===== config.mk =====
export PLATFORM = sky130hd
export DESIGN_NAME = vertex_xform_issuer
export DESIGN_NICKNAME = d
export VERILOG_FILES = /design/src/rtl/xform_pkg.sv /design/src/rtl/vertex_xform_issuer_fifo.sv /design/src/rtl/vertex_xform_issuer.sv
export SDC_FILE = /design/constraint.sdc
export NUM_CORES = 1
export LEC_CHECK = 0
export ABC_AREA = 1
export CORE_AREA = 10 10 443 445
export DETAILED_ROUTE_END_ITERATION = 7
export DIE_AREA = 0 0 453 455
export PLACE_DENSITY_LB_ADDON = 0.05
export SKIP_CTS_REPAIR_TIMING = 1
export SYNTH_ARGS = -nofsm -noshare
export SYNTH_HDL_FRONTEND = slang
export SYNTH_SLANG_ARGS = --single-unit

===== constraint.sdc =====
create_clock -name clk -period 17.2 [get_ports clk]
set_clock_uncertainty 0.05 [all_clocks]
set_input_delay 3.44 -clock clk [delete_from_list [all_inputs] [get_ports clk]]
set_output_delay 3.44 -clock clk [all_outputs]
set_load 0.01 [all_outputs]

===== src/rtl/xform_pkg.sv =====
// Shared types for the vertex transform issuer.
// Fixed-point words, vectors, matrices and FSM states.
package xform_pkg;

  localparam int XF_DW   = 24;
  localparam int XF_FRAC = 12;
  localparam int XF_AW   = 10;

  typedef logic [XF_DW-1:0] fixed_t;
  typedef fixed_t [3:0]     vec4_t;
  typedef vec4_t  [3:0]     mat4_t;

  localparam fixed_t FIX_ONE = fixed_t'(1) << XF_FRAC;

  typedef enum logic [2:0] {
    XS_IDLE  = 3'd0,
    XS_LOAD  = 3'd1,
    XS_ISSUE = 3'd2,
    XS_DRAIN = 3'd3,
    XS_DONE  = 3'd4
  } issuer_state_e;

endpackage


===== src/rtl/vertex_xform_issuer_fifo.sv =====
// Synchronous FIFO holding returned clip-space vertices.
// Pointers wrap naturally; depth must be a power of two.
module sync_fifo #(
  parameter int WIDTH = 8,
  parameter int DEPTH = 8
) (
  input  logic                     clk,
  input  logic                     rst,
  input  logic                     push,
  input  logic [WIDTH-1:0]         wdata,
  input  logic                     pop,
  output logic [WIDTH-1:0]         rdata,
  output logic [$clog2(DEPTH):0]   count,
  output logic                     empty,
  output logic                     full
);

  localparam int AW = $clog2(DEPTH);
  localparam logic [AW:0] DEPTH_L = DEPTH[AW:0];
  localparam logic [AW:0] C_ONE = {{AW{1'b0}}, 1'b1};
  localparam logic [AW-1:0] P_ONE = {{(AW-1){1'b0}}, 1'b1};

  logic [WIDTH-1:0] mem_q [DEPTH];
  logic [AW-1:0]    wptr_q;
  logic [AW-1:0]    rptr_q;
  logic [AW:0]      cnt_q;
  logic             do_push;
  logic             do_pop;

  assign empty   = (cnt_q == '0);
  assign full    = (cnt_q == DEPTH_L);
  assign count   = cnt_q;
  assign rdata   = mem_q[rptr_q];
  assign do_pop  = pop && !empty;
  assign do_push = push && (!full || do_pop);

  // Storage array, written on accepted push.
  always_ff @(posedge clk) begin
    if (do_push) begin
      mem_q[wptr_q] <= wdata;
    end
  end

  // Pointer and occupancy bookkeeping.
  always_ff @(posedge clk or posedge rst) begin
    if (rst) begin
      wptr_q <= '0;
      rptr_q <= '0;
      cnt_q  <= '0;
    end else begin
      if (do_push) wptr_q <= wptr_q + P_ONE;
      if (do_pop)  rptr_q <= rptr_q + P_ONE;
      unique case ({do_push, do_pop})
        2'b10:   cnt_q <= cnt_q + C_ONE;
        2'b01:   cnt_q <= cnt_q - C_ONE;
        default: cnt_q <= cnt_q;
      endcase
    end
  end

endmodule


===== src/rtl/vertex_xform_issuer.sv =====
// Batch sequencer feeding the 4x4 matrix-vector multiplier.
// Credits cover results in flight so the FIFO never overflows.
module vertex_xform_issuer
  import xform_pkg::*;
#(
  parameter int DATAWIDTH  = 24,
  parameter int FRACBITS   = 12,
  parameter int ADDRWIDTH  = 10,
  parameter int FIFO_DEPTH = 8
) (
  input  logic                                clk,
  input  logic                                rst,
  input  logic                                start,
  input  logic [3:0][3:0][DATAWIDTH-1:0]      mvp,
  input  logic [ADDRWIDTH-1:0]                num_vertices,
  output logic                                vert_rd_en,
  output logic [ADDRWIDTH-1:0]                vert_addr,
  input  logic [2:0][DATAWIDTH-1:0]           vert_data,
  output logic [3:0][3:0][DATAWIDTH-1:0]      A,
  output logic [3:0][DATAWIDTH-1:0]           x,
  output logic                                x_dv,
  input  logic [3:0][DATAWIDTH-1:0]           y_in,
  input  logic                                y_dv,
  output logic [3:0][DATAWIDTH-1:0]           out_vertex,
  output logic [ADDRWIDTH-1:0]                out_index,
  output logic                                out_valid,
  input  logic                                out_ready,
  output logic                                busy,
  output logic                                done
);

  localparam int CW = $clog2(FIFO_DEPTH) + 1;
  localparam int FW = 4 * DATAWIDTH + ADDRWIDTH;

  localparam logic [2:0] ST_IDLE  = XS_IDLE;
  localparam logic [2:0] ST_LOAD  = XS_LOAD;
  localparam logic [2:0] ST_ISSUE = XS_ISSUE;
  localparam logic [2:0] ST_DRAIN = XS_DRAIN;
  localparam logic [2:0] ST_DONE  = XS_DONE;

  localparam logic [CW:0] DEPTH_L = FIFO_DEPTH[CW:0];
  localparam logic [CW-1:0] C_ONE = {{(CW-1){1'b0}}, 1'b1};
  localparam logic [ADDRWIDTH-1:0] A_ONE =
    {{(ADDRWIDTH-1){1'b0}}, 1'b1};
  localparam logic [DATAWIDTH-1:0] ONE =
    {{(DATAWIDTH-1){1'b0}}, 1'b1} << FRACBITS;

  logic [2:0]                       state_q, state_d;
  logic [3:0][3:0][DATAWIDTH-1:0]   a_q;
  logic [ADDRWIDTH-1:0]             n_q;
  logic [ADDRWIDTH-1:0]             issue_q, issue_d;
  logic [ADDRWIDTH-1:0]             tag_q, tag_d;
  logic [ADDRWIDTH-1:0]             retire_q, retire_d;
  logic [CW-1:0]                    infl_q, infl_d;
  logic                             x_dv_q;

  logic [FW-1:0]                    f_rdata;
  logic [CW-1:0]                    f_cnt;
  logic                             f_empty;
  logic                             f_full;
  logic                             pop;
  logic [CW:0]                      used;
  logic                             credit_ok;
  logic                             rd_en;
  logic                             last_rd;

  assign used      = {1'b0, infl_q} + {1'b0, f_cnt};
  assign credit_ok = (used < DEPTH_L);
  assign rd_en     = (state_q == ST_ISSUE) &&
                     (issue_q < n_q) && credit_ok;
  assign last_rd   = rd_en && (issue_q == n_q - A_ONE);
  assign pop       = !f_empty && out_ready;

  assign vert_rd_en = rd_en;
  assign vert_addr  = issue_q;
  assign A          = a_q;
  assign x_dv       = x_dv_q;
  assign x          = x_dv_q ? {ONE, vert_data} : '0;
  assign out_valid  = !f_empty;
  assign out_vertex = f_empty ? '0 : f_rdata[FW-1:ADDRWIDTH];
  assign out_index  = f_empty ? '0 : f_rdata[ADDRWIDTH-1:0];
  assign busy       = (state_q != ST_IDLE);
  assign done       = (state_q == ST_DONE);

  sync_fifo #(
    .WIDTH (FW),
    .DEPTH (FIFO_DEPTH)
  ) u_fifo (
    .clk   (clk),
    .rst   (rst),
    .push  (y_dv),
    .wdata ({y_in, tag_q}),
    .pop   (pop),
    .rdata (f_rdata),
    .count (f_cnt),
    .empty (f_empty),
    .full  (f_full)
  );

  // Next-state, index and credit counter logic.
  always_comb begin
    state_d  = state_q;
    issue_d  = issue_q;
    tag_d    = y_dv ? tag_q + A_ONE : tag_q;
    retire_d = pop ? retire_q + A_ONE : retire_q;
    infl_d   = infl_q;
    unique case ({rd_en, y_dv})
      2'b10:   infl_d = infl_q + C_ONE;
      2'b01:   infl_d = infl_q - C_ONE;
      default: infl_d = infl_q;
    endcase
    unique case (state_q)
      ST_IDLE: begin
        if (start) state_d = ST_LOAD;
      end
      ST_LOAD: begin
        issue_d  = '0;
        tag_d    = '0;
        retire_d = '0;
        state_d  = (n_q == '0) ? ST_DONE : ST_ISSUE;
      end
      ST_ISSUE: begin
        if (rd_en)   issue_d = issue_q + A_ONE;
        if (last_rd) state_d = ST_DRAIN;
      end
      ST_DRAIN: begin
        if (retire_d == n_q) state_d = ST_DONE;
      end
      ST_DONE: begin
        state_d = ST_IDLE;
      end
      default: begin
        state_d = ST_IDLE;
      end
    endcase
  end

  // State, counters, matrix capture and issue-valid delay.
  always_ff @(posedge clk or posedge rst) begin
    if (rst) begin
      state_q  <= ST_IDLE;
      a_q      <= '0;
      n_q      <= '0;
      issue_q  <= '0;
      tag_q    <= '0;
      retire_q <= '0;
      infl_q   <= '0;
      x_dv_q   <= 1'b0;
    end else begin
      state_q  <= state_d;
      issue_q  <= issue_d;
      tag_q    <= tag_d;
      retire_q <= retire_d;
      infl_q   <= infl_d;
      x_dv_q   <= rd_en;
      if (state_q == ST_IDLE && start) begin
        a_q <= mvp;
        n_q <= num_vertices;
      end
    end
  end

  // Protocol guards: results only while busy, never into a full FIFO.
  always_ff @(posedge clk) begin
    if (!rst) begin
      assert (!(y_dv && f_full && !pop))
        else $error("result pushed into full fifo");
      assert (!(y_dv && state_q == ST_IDLE))
        else $error("result returned while idle");
    end
  end

endmodule

==> results.yml <==
yosys:
  ys_types: 41
  postSynthCellCount: 3928
  ys_ff_latch: 1290
  synth_warnings: 0
  synth_seq_area_share_pct: 71.2
  synth_edf_count: 848
  ys.flop_type: "edfxtp_1"
  synth_area_mm2: 0.0513
  avgSynthCellArea_um2: 13.1
  synth-async-reset-ratio_pct: 34.3
die:
  die_w_um: 453
  dieArea_mm2: 0.206
  fp.dieH_um: 455
  rows: 159
  core_mm2: 0.187
  start_util_pct: 27.4
  ios: 1168
place:
  dp_hpwl_um: 144000
  globalplace.congestion: 0.917
  dp_cells: 7375
  portBuffers: 1144
  place_area_mm2: 0.0653
sta:
  finalHoldViolCount: 0
  rsz0062_at_grt: "false"
  whs_ns: 0.437
  fin_tns_setup_ns: 0
  slew_headroom_pct: 27.2
  min_period_over_period_pct: 55.0
  fin_crit_ns: 9.47
  fmax_mhz: 106
  slew_viol_final: 0
  worst_pin_slew_ns: 1.09
  setup_violations: 0
clock_network:
  cts_buffers: 154
  clk_pin_slew_ns: 0.06
  tritoncts: "done"
  clk_latency_ns: 0.80
  cts_sinks: 1290
  root_buffer: "clkbuf_16"
  h-tree-depth: 4
  clockBufferDepth: 3
finish:
  num-fill-cells: 18090
  finalNonFillerCells: 7661
  area_growth_pct: 37.3
  drive_gt1_share_pct: 13.3
  fin_nets: 5628
  stdcell_area_mm2: 0.0705
critical_path:
  max_stage_delay_ns: 0.99
  critPathKind: "flip-flop to output port"
  setup.worst_path.start_class: "flip-flop"
  cp_num_buf_inv: 4
  critPathRequiredTime_ns: 13.71
  r2r_cells: 10
  path_cells: "buf_4 -> buf_4 -> buf_4 -> o21ai_0 -> o22ai_1 -> o21ai_0 -> a31oi_1 -> clkdlybuf4s50_1"
  cpMostUsedCell: "buf_4"
  path_delay_family: "buffers and inverters"
  end_kind: "output port"
  cp.depth: 8
  slowest_stage: "dfrtp_4"
  worst_ep_arrival_time_ns: 5.98
  worst-path-max-fanout: 78
routing:
  drc_errors: 0
  wire_per_inst_um: 27.3
  dr_wl_met3_um: 11200
  vias: 35172
  drt-initial-drc-count: 2307
  m1WireLength_um: 87100
  routed.top_layer: "met5"
  dr.pass1.iters: 5
  wl_met2_um: 107000
  wirelength_um: 209000
  final_antenna_net_count: 0
  via_per_inst: 4.59
global_route:
  grt_max_degree: 171
  first_global_vias: 34619
  grt_pass1_wl_um: 289000
  antenna_found_initial: 99
  grtUsageTotal_pct: 19.5
  gr-total-overflow: 0
outcome:
  status: "finished clean"
hold_path:
  whs_path_depth: 1
  min_path_type: "flip-flop to flip-flop"
power:
  ir_drop_v: 0.0000948
  design_power_total_uw: 10500
  power_per_cell_area_mw_per_mm2: 148
  leakagePower_uw: 0.0273
flow_run:
  cap_violations: 0
stage by stage:
step                util, %  setup slack, ns
floorplan                 -             1.39
global placement       34.9             8.40
detailed placement     34.9             8.44
CTS                    37.6             7.53
global route           37.6             7.30
finish                 37.6             7.73
where the power goes:
part	total (uW)	leakage, uW	internal [uW]	switching [uW]
Sequential	3810	0.0137	3660	153
Combinational	3320	0.0111	1210	2110
Clock	3320	0.00250	1950	1370
Total	10500	0.0273	6820	3630
synth_stat cells (26+ instances only):
library cell,count,area share (%)
a21oi_1,33,0.32
a31oi_1,107,1.3
buf_2,77,0.75
buf_4,26,0.38
clkbuf_1,134,0.98
dfrtp_1,442,22
edfxtp_1,848,50
inv_1,144,1.1
mux2_2,384,8.4
nand2_1,207,1.5
nand3_1,46,0.45
nor2_1,706,5.2
o21ai_0,546,5.3
o22ai_1,106,1.3
sequential cells by signal, summed over array words and instances, names as in the netlist:
register       cells
u_fifo.rptr_q      3
A                384
tag_q             10
retire_q          10
u_fifo.wptr_q      3
x_dv               1
state_q            3
n_q               10
u_fifo.mem_q     848
vert_addr         10
u_fifo.count       4
infl_q             4
cells in the final DEF (no fill, tap or decap), types with 5 or more instances in the layout:
cell,instances
clkbuf_16,157
clkinv_16,5
xor2_1,10
nand4_1,10
clkbuf_8,16
inv_1,140
diode_2,10
a21oi_1,33
o21ai_0,546
bufinv_16,13
nand3_1,45
xnor2_1,11
buf_4,37
clkbuf_1,34
nor2_1,697
mux2_2,384
o22ai_1,106
ha_1,24
edfxtp_1,848
buf_12,5
nor2_2,5
dfrtp_1,439
conb_1,23
a31oi_1,107
nor2_4,10
nor3_1,8
clkdlybuf4s50_1,1144
clkinv_1,19
nand2_1,207
clkinv_2,20
final timing paths:
check / startpoint / to / slack (ns)
max: u_fifo.rptr_q[0] / out_index[2] / 7.73
min: infl_q[3] / infl_q[3] / 0.44
max reg2reg: u_fifo.count[0] / u_fifo.mem_q[4][97] / 11.19
min reg2reg: infl_q[3] / infl_q[3] / 0.44
max in group asynchronous: rst / A[21] / 11.02
min in group asynchronous: rst / A[289] / 3.16
per-layer routing:
metal,up-vias,GRT usage (%)
li1,16207,-
met1,17621,24.3
met2,975,34.5
met3,353,4.55
met4,16,3.91
met5,-,0
kinds of logic after synthesis:
| logic type | after synthesis | synth area share (%) |
|---|---|---|
| AO/OA/AOI/OAI | 805 | 8.42 |
| XOR/XNOR | 21 | 0.358 |
| adder cells (fa/ha/maj) | 25 | 0.624 |
| buffers and inverters | 404 | 3.35 |
| flip-flops | 1290 | 71.2 |
| multiplexers | 384 | 8.43 |
| other | 1 | 0.00731 |
| AND/OR/NAND/NOR | 998 | 7.64 |
layout make-up:
cell class	count	area, um2	area share (%)
diodes	10	25.0	0.0355
clock buffers	207	4280	6.07
clock inverters	69	865	1.23
inverters	148	586	0.831
multi-input cells	2256	13200	18.8
flip-flops and latches	1290	36500	51.8
well taps	2495	3120	4.43
repair buffers	1186	11800	16.8
(Power assumes the default switching activity.)
